### src/rtl/frame_buffer_arbiter.sv
// frame_buffer_arbiter: shares one single-port 12-bit frame-buffer RAM between
// the display read path (always wins, fixed 3-cycle latency) and the camera
// write path (buffered in a small FIFO, drained into idle RAM cycles).
// Optional feature macro: DOUBLE_BUFFER_EN (adds a bank bit on mem_addr and
// swaps display/capture banks at frame boundaries).
`default_nettype none

module frame_buffer_arbiter #(
  parameter int RESOLUTION_WIDTH  = 640,
  parameter int RESOLUTION_HEIGHT = 480,
  parameter int FIFO_DEPTH        = 8,
  localparam int AW = $clog2(RESOLUTION_WIDTH * RESOLUTION_HEIGHT) + 1,
`ifdef DOUBLE_BUFFER_EN
  localparam int MW = AW + 1,
`else
  localparam int MW = AW,
`endif
  localparam int LW = $clog2(FIFO_DEPTH) + 1
) (
  input  logic          pclk,
  input  logic          rst_n,
  input  logic          rd_req,
  input  logic [AW-1:0] rd_addr,
  output logic [11:0]   rd_data,
  output logic          rd_dv,
  input  logic          rd_frame_start,
  input  logic          wr_valid,
  output logic          wr_ready,
  input  logic [AW-1:0] wr_addr,
  input  logic [11:0]   wr_data,
  input  logic          wr_frame_end,
  output logic          mem_en,
  output logic          mem_we,
  output logic [MW-1:0] mem_addr,
  output logic [11:0]   mem_wdata,
  input  logic [11:0]   mem_rdata,
  output logic [LW-1:0] fifo_level,
  output logic          overflow,
  output logic [15:0]   drop_count,
  input  logic          clr_overflow
);

  localparam int PW = $clog2(FIFO_DEPTH);
  // FIFO entry layout: {bank (optional), address, pixel}; the RAM address is
  // the top MW bits so it can be forwarded to mem_addr unchanged.
  localparam int EW = MW + 12;

  logic [EW-1:0] fifo_mem [FIFO_DEPTH];
  logic [LW-1:0] wr_ptr_q, wr_ptr_d;
  logic [LW-1:0] rd_ptr_q, rd_ptr_d;
  logic [LW-1:0] level;
  logic          empty, full;
  logic          push, pop, drop;
  logic [EW-1:0] push_entry;
  logic [EW-1:0] head_entry;
  logic [MW-1:0] rd_cmd_addr;

  logic          mem_en_q, mem_en_d;
  logic          mem_we_q, mem_we_d;
  logic [MW-1:0] mem_addr_q, mem_addr_d;
  logic [11:0]   mem_wdata_q, mem_wdata_d;

  logic [1:0]    rd_pipe_q;
  logic          rd_dv_q;
  logic [11:0]   rd_data_q;

  logic          overflow_q, overflow_d;
  logic [15:0]   drop_count_q, drop_count_d;

`ifdef DOUBLE_BUFFER_EN
  logic          wbank_q, wbank_d;
  logic          swap_pending_q, swap_pending_d;

  assign push_entry  = {wbank_q, wr_addr, wr_data};
  assign rd_cmd_addr = {~wbank_q, rd_addr};

  // Bank swap bookkeeping: a finished capture frame is handed to the display
  // at the next display frame start (same-cycle pulses swap immediately).
  always_comb begin
    wbank_d        = wbank_q;
    swap_pending_d = swap_pending_q;
    if (rd_frame_start && (swap_pending_q || wr_frame_end)) begin
      wbank_d        = ~wbank_q;
      swap_pending_d = 1'b0;
    end else if (wr_frame_end) begin
      swap_pending_d = 1'b1;
    end
  end

  // Bank state registers.
  always_ff @(posedge pclk or negedge rst_n) begin
    if (!rst_n) begin
      wbank_q        <= 1'b0;
      swap_pending_q <= 1'b0;
    end else begin
      wbank_q        <= wbank_d;
      swap_pending_q <= swap_pending_d;
    end
  end
`else
  logic unused_frame_pulses;
  assign unused_frame_pulses = rd_frame_start ^ wr_frame_end;

  assign push_entry  = {wr_addr, wr_data};
  assign rd_cmd_addr = rd_addr;
`endif

  assign level      = wr_ptr_q - rd_ptr_q;
  assign empty      = (level == '0);
  assign full       = (level == LW'(FIFO_DEPTH));
  assign head_entry = fifo_mem[rd_ptr_q[PW-1:0]];

  // Port grant: display read first, otherwise drain one FIFO entry.
  // A full FIFO rejects the push even if a pop frees a slot this cycle.
  always_comb begin
    pop      = !rd_req && !empty;
    push     = wr_valid && !full;
    drop     = wr_valid && full;
    wr_ptr_d = wr_ptr_q + LW'(push);
    rd_ptr_d = rd_ptr_q + LW'(pop);
  end

  // RAM command for the granted requester, registered onto the RAM port.
  always_comb begin
    mem_en_d    = rd_req || pop;
    mem_we_d    = pop;
    mem_addr_d  = mem_addr_q;
    mem_wdata_d = mem_wdata_q;
    if (rd_req) begin
      mem_addr_d = rd_cmd_addr;
    end else if (pop) begin
      mem_addr_d  = head_entry[EW-1:12];
      mem_wdata_d = head_entry[11:0];
    end
  end

  // Sticky drop flag and saturating drop counter; a drop in the clearing
  // cycle survives the clear.
  always_comb begin
    overflow_d   = overflow_q;
    drop_count_d = drop_count_q;
    if (clr_overflow) begin
      overflow_d   = drop;
      drop_count_d = drop ? 16'd1 : 16'd0;
    end else if (drop) begin
      overflow_d = 1'b1;
      if (drop_count_q != 16'hFFFF) begin
        drop_count_d = drop_count_q + 16'd1;
      end
    end
  end

  // FIFO storage; contents need no reset because the pointers gate them.
  always_ff @(posedge pclk) begin
    if (push) begin
      fifo_mem[wr_ptr_q[PW-1:0]] <= push_entry;
    end
  end

  // FIFO pointers, RAM command and status registers.
  always_ff @(posedge pclk or negedge rst_n) begin
    if (!rst_n) begin
      wr_ptr_q     <= '0;
      rd_ptr_q     <= '0;
      mem_en_q     <= 1'b0;
      mem_we_q     <= 1'b0;
      mem_addr_q   <= '0;
      mem_wdata_q  <= '0;
      overflow_q   <= 1'b0;
      drop_count_q <= '0;
    end else begin
      wr_ptr_q     <= wr_ptr_d;
      rd_ptr_q     <= rd_ptr_d;
      mem_en_q     <= mem_en_d;
      mem_we_q     <= mem_we_d;
      mem_addr_q   <= mem_addr_d;
      mem_wdata_q  <= mem_wdata_d;
      overflow_q   <= overflow_d;
      drop_count_q <= drop_count_d;
    end
  end

  // Read return pipeline: command (N+1), RAM output (N+2), rd_data (N+3).
  always_ff @(posedge pclk or negedge rst_n) begin
    if (!rst_n) begin
      rd_pipe_q <= '0;
      rd_dv_q   <= 1'b0;
      rd_data_q <= '0;
    end else begin
      rd_pipe_q <= {rd_pipe_q[0], rd_req};
      rd_dv_q   <= rd_pipe_q[1];
      if (rd_pipe_q[1]) begin
        rd_data_q <= mem_rdata;
      end
    end
  end

  assign wr_ready   = rst_n && !full;
  assign mem_en     = mem_en_q;
  assign mem_we     = mem_we_q;
  assign mem_addr   = mem_addr_q;
  assign mem_wdata  = mem_wdata_q;
  assign rd_dv      = rd_dv_q;
  assign rd_data    = rd_data_q;
  assign fifo_level = level;
  assign overflow   = overflow_q;
  assign drop_count = drop_count_q;

endmodule

`default_nettype wire
### config.mk
export PLATFORM = sky130hd
export DESIGN_NAME = frame_buffer_arbiter
export DESIGN_NICKNAME = d
export VERILOG_FILES = /design/src/rtl/frame_buffer_arbiter.sv
export SDC_FILE = /design/constraint.sdc
export NUM_CORES = 1
export LEC_CHECK = 0
export CORE_MARGIN = 2
export CORE_UTILIZATION = 46
export CTS_BUF_LIST = sky130_fd_sc_hd__clkbuf_16
export DETAILED_ROUTE_END_ITERATION = 10
export GPL_TIMING_DRIVEN = 0
export MAX_ROUTING_LAYER = met4
export PLACE_DENSITY = 0.7
export SLEW_MARGIN = 20
export SYNTH_ARGS = -nofsm -noshare
export SYNTH_HDL_FRONTEND = slang
export SYNTH_SLANG_ARGS = --single-unit
### constraint.sdc
create_clock -name pclk -period 6.1 [get_ports pclk]
set_clock_uncertainty 0.05 [all_clocks]
set_input_delay 1.22 -clock pclk [delete_from_list [all_inputs] [get_ports pclk]]
set_output_delay 1.22 -clock pclk [all_outputs]
set_load 0.02 [all_outputs]
==> out/qor.csv <==
metric;value;unit
result of the run;finished, final reports clean;
max cap viols;0;
leakage power summed over all cells;5.75;nW
Longest Clk Path Bufs;3;
area share of the leading cell type in the synthesized netlist;58.6;%
via count of the first global-routing pass;7690;
nets@finish;1029;
CTS tree;yes;
maximum level of the CTS H-tree;2;
leading area contributor after synthesis;sky130_fd_sc_hd__edfxtp_1;
Total Die Area;29900;um2
number of buffers created by CTS;35;
Post-Synthesis Cells;749;
Total GRT Usage;20.6;%
wire length reported by the detailed router;29.3;mm
most instantiated library cell after synthesis;sky130_fd_sc_hd__edfxtp_1;
Worst Slack Setup Final;0.461;ns
initial antenna violation count;3;
class of the most critical hold timing path;flip-flop to flip-flop;
leftover overflow at the end of global routing;0;
CTS sink count;330;
post-route standard cell area excluding fillers;16400;um2
DRT antenna net count;0;
peak per-stage delay on the critical path;0.60;ns
CP bufs+invs;5;
vias per cell;5.50;
top cell family by delay on the critical path;buffers and inverters;
core region area;27900;um2
total setup buffers inserted after CTS;0;
critical path peak fanout;10;
Achievable Freq;177;MHz
peak supply drop;0.214;mV
final hold slack;0.308;ns
Synth area leaders;sky130_fd_sc_hd__edfxtp_1, sky130_fd_sc_hd__dfrtp_1, sky130_fd_sc_hd__mux4_2;
Net Count, Synth;829;
area growth from synthesis to final layout;25.3;%
worst setup slack before clock tree synthesis;1.00;ns
insertion delay of the later-clocked pin in the worst-skew pair;0.52;ns
Initial DRT Pass Iterations;5;
post-synthesis sequential element count;330;
final estimated routing congestion in global placement;0.805;
worst path cell trace;clkbuf_1 > inv_1 > clkbuf_1 > clkbuf_1 > ha_1 > and3b_1 > nor3_1 > or2_2 > clkdlybuf4s50_1;
largest net degree at the start of global routing;40;
cell types with the highest counts after synthesis;sky130_fd_sc_hd__edfxtp_1, sky130_fd_sc_hd__nand2_1, sky130_fd_sc_hd__dfrtp_1;
vias;7458;
number of enable flip-flop cells after synthesis;256;
placed standard-cell area;15300;um2
Detailed Route Iter0 Violations;646;
share of synthesized registers carrying an async set or reset;22.4;%
post-synthesis sequential area ratio;72.7;%
detailed placement HPWL;19.6;mm
Buffers on Ports;136;
clock root cell;sky130_fd_sc_hd__clkbuf_16;
transition time at the pin with the least slew margin;0.917;ns
setup TNS after final layout;0;ns
unrepaired setup endpoints after global routing;no;
worst endpoint required time;4.83;ns
post-cts sizing count;0;
unique cell type count in the Yosys netlist;44;
critical path class;flip-flop to output port;
mean cell area of the mapped netlist;17.5;um2
library cell contributing the largest single delay on the critical path;sky130_fd_sc_hd__clkdlybuf4s50_1;
startpoint types;flip-flop;
final worst path period share;92.5;%
average routed wire per standard cell;21.6;um
die outline width;173;um
worst-case headroom to the max-slew limit;38.8;%
synth warn;0;
Post-route DRC;0;
Chip Height;173;um
Top cell by count, worst path;sky130_fd_sc_hd__clkbuf_1;
global-route wire length before repair;45.6;mm
power per cell area;494;nW/um2
Final Hold Viols;0;
standard-cell rows;61;
final setup fails;0;
number of hold-repair buffers added at the cts stage;0;
nature of the critical path endpoint;output port;
most frequently used flop master after synthesis;sky130_fd_sc_hd__edfxtp_1;
initial standard-cell utilization of the core;47.0;%
number of top-level design ports;140;
cell area after synthesis;13100;um2
Reg clk slew, reported paths;0.06;ns
fraction of layout cells with a size suffix above 1;21.9;%
CP arrival;4.37;ns
max-slew violations;0;
minimum clock period;5.64;ns
-- power by group --
group	switching [mW]	leakage, nW	total, mW	internal [mW]
logic	1.62	1.95	2.99	1.37
clock network	0.839	0.577	2.08	1.25
registers	0.160	3.23	3.05	2.89
total	2.62	5.75	8.13	5.51
-- final cells by class --
| cell class | instances | area [um2] |
|---|---|---|
| diodes | 3 | 7.51 |
| flip-flops and latches | 330 | 9540 |
| clock inverters | 27 | 245 |
| plain buffers | 39 | 175 |
| inverters | 12 | 45.0 |
| well taps | 378 | 473 |
| repair buffers | 163 | 1650 |
| multi-input cells | 368 | 3410 |
| clock buffers | 36 | 901 |
| fillers | 2121 | 11500 |
-- worst register-to-register path: cells and delay by family (launching register included) --
family,cells,cell delay [ns]
compound gates,1,0.48
xor+xnor,1,0.17
fa+ha+maj,2,0.73
buf+inv,5,2.21
flops,1,0.39
simple gates,3,0.79
-- sequential cells by signal (all words and copies together) (netlist names), 2 cells and up --
register / flops
drop_count: 16
fifo_mem: 256
mem_addr: 20
mem_wdata: 12
rd_data: 12
rd_pipe_q: 2
rd_ptr_q: 4
wr_ptr_q: 4
-- stage by stage --
step	util [%]	power (mW)	std cells
6_report	58.9	8.13	1356
5_1_grt	58.9	8.54	1356
4_1_cts	58.8	8.22	1353
3_5_place_dp	54.7	6.12	1290
3_3_place_gp	53.6	6.00	1263
2_1_floorplan	-	4.98	749
-- metal layers --
metal	part of all wire [%]	GRT usage, %	vias to the layer above
met5	0	-	-
met4	2.8	6.57	0
met3	6.7	4.11	60
met2	47	32.3	275
met1	43	27.5	3799
li1	-	-	3324
-- worst paths after layout --
path / start / endpoint / slack, ns / cells past startpoint
min: rd_pipe_q[0] / rd_pipe_q[1] / 0.31 / 0
max: rd_ptr_q[2] / fifo_level[3] / 0.46 / 9
max in group asynchronous: rst_n / rd_ptr_q[0] / 4.74 / 2
max reg2reg: rd_ptr_q[2] / rd_ptr_q[3] / 1.15 / 12
min reg2reg: rd_pipe_q[0] / rd_pipe_q[1] / 0.31 / 0
min in group asynchronous: rst_n / mem_addr[12] / 0.64 / 1
-- layout by cell type, fill, tap and decap left out, types with 6 or more instances in the layout --
cell type / count
sky130_fd_sc_hd__a21oi_1: 14
sky130_fd_sc_hd__dfrtp_1: 74
sky130_fd_sc_hd__mux2_2: 12
sky130_fd_sc_hd__buf_1: 6
sky130_fd_sc_hd__clkdlybuf4s50_1: 135
sky130_fd_sc_hd__edfxtp_1: 256
sky130_fd_sc_hd__mux4_2: 64
sky130_fd_sc_hd__inv_1: 19
sky130_fd_sc_hd__ha_1: 8
sky130_fd_sc_hd__clkbuf_1: 22
sky130_fd_sc_hd__nand3_1: 12
sky130_fd_sc_hd__a31oi_1: 13
sky130_fd_sc_hd__nor2_1: 36
sky130_fd_sc_hd__and3_4: 19
sky130_fd_sc_hd__nand2_1: 93
sky130_fd_sc_hd__or3_1: 14
sky130_fd_sc_hd__buf_2: 14
sky130_fd_sc_hd__o21ai_0: 16
sky130_fd_sc_hd__nand4_1: 7
sky130_fd_sc_hd__buf_6: 12
sky130_fd_sc_hd__o31ai_2: 19
sky130_fd_sc_hd__buf_4: 9
sky130_fd_sc_hd__clkbuf_16: 36
-- kinds of logic (layout without fill, tap and decap cells) --
kind of cell,count (synthesis),count (layout),synth area share [%]
buffers and inverters,51,277,1.68
other,0,3,0
flip-flops,330,330,72.7
adder cells (fa/ha/maj),9,9,0.916
XOR/XNOR,9,9,0.601
AND/OR/NAND/NOR,205,205,8.05
multiplexers,76,76,12.0
AO/OA/AOI/OAI,69,69,4.02
Power figures use the tool's default switching activity.
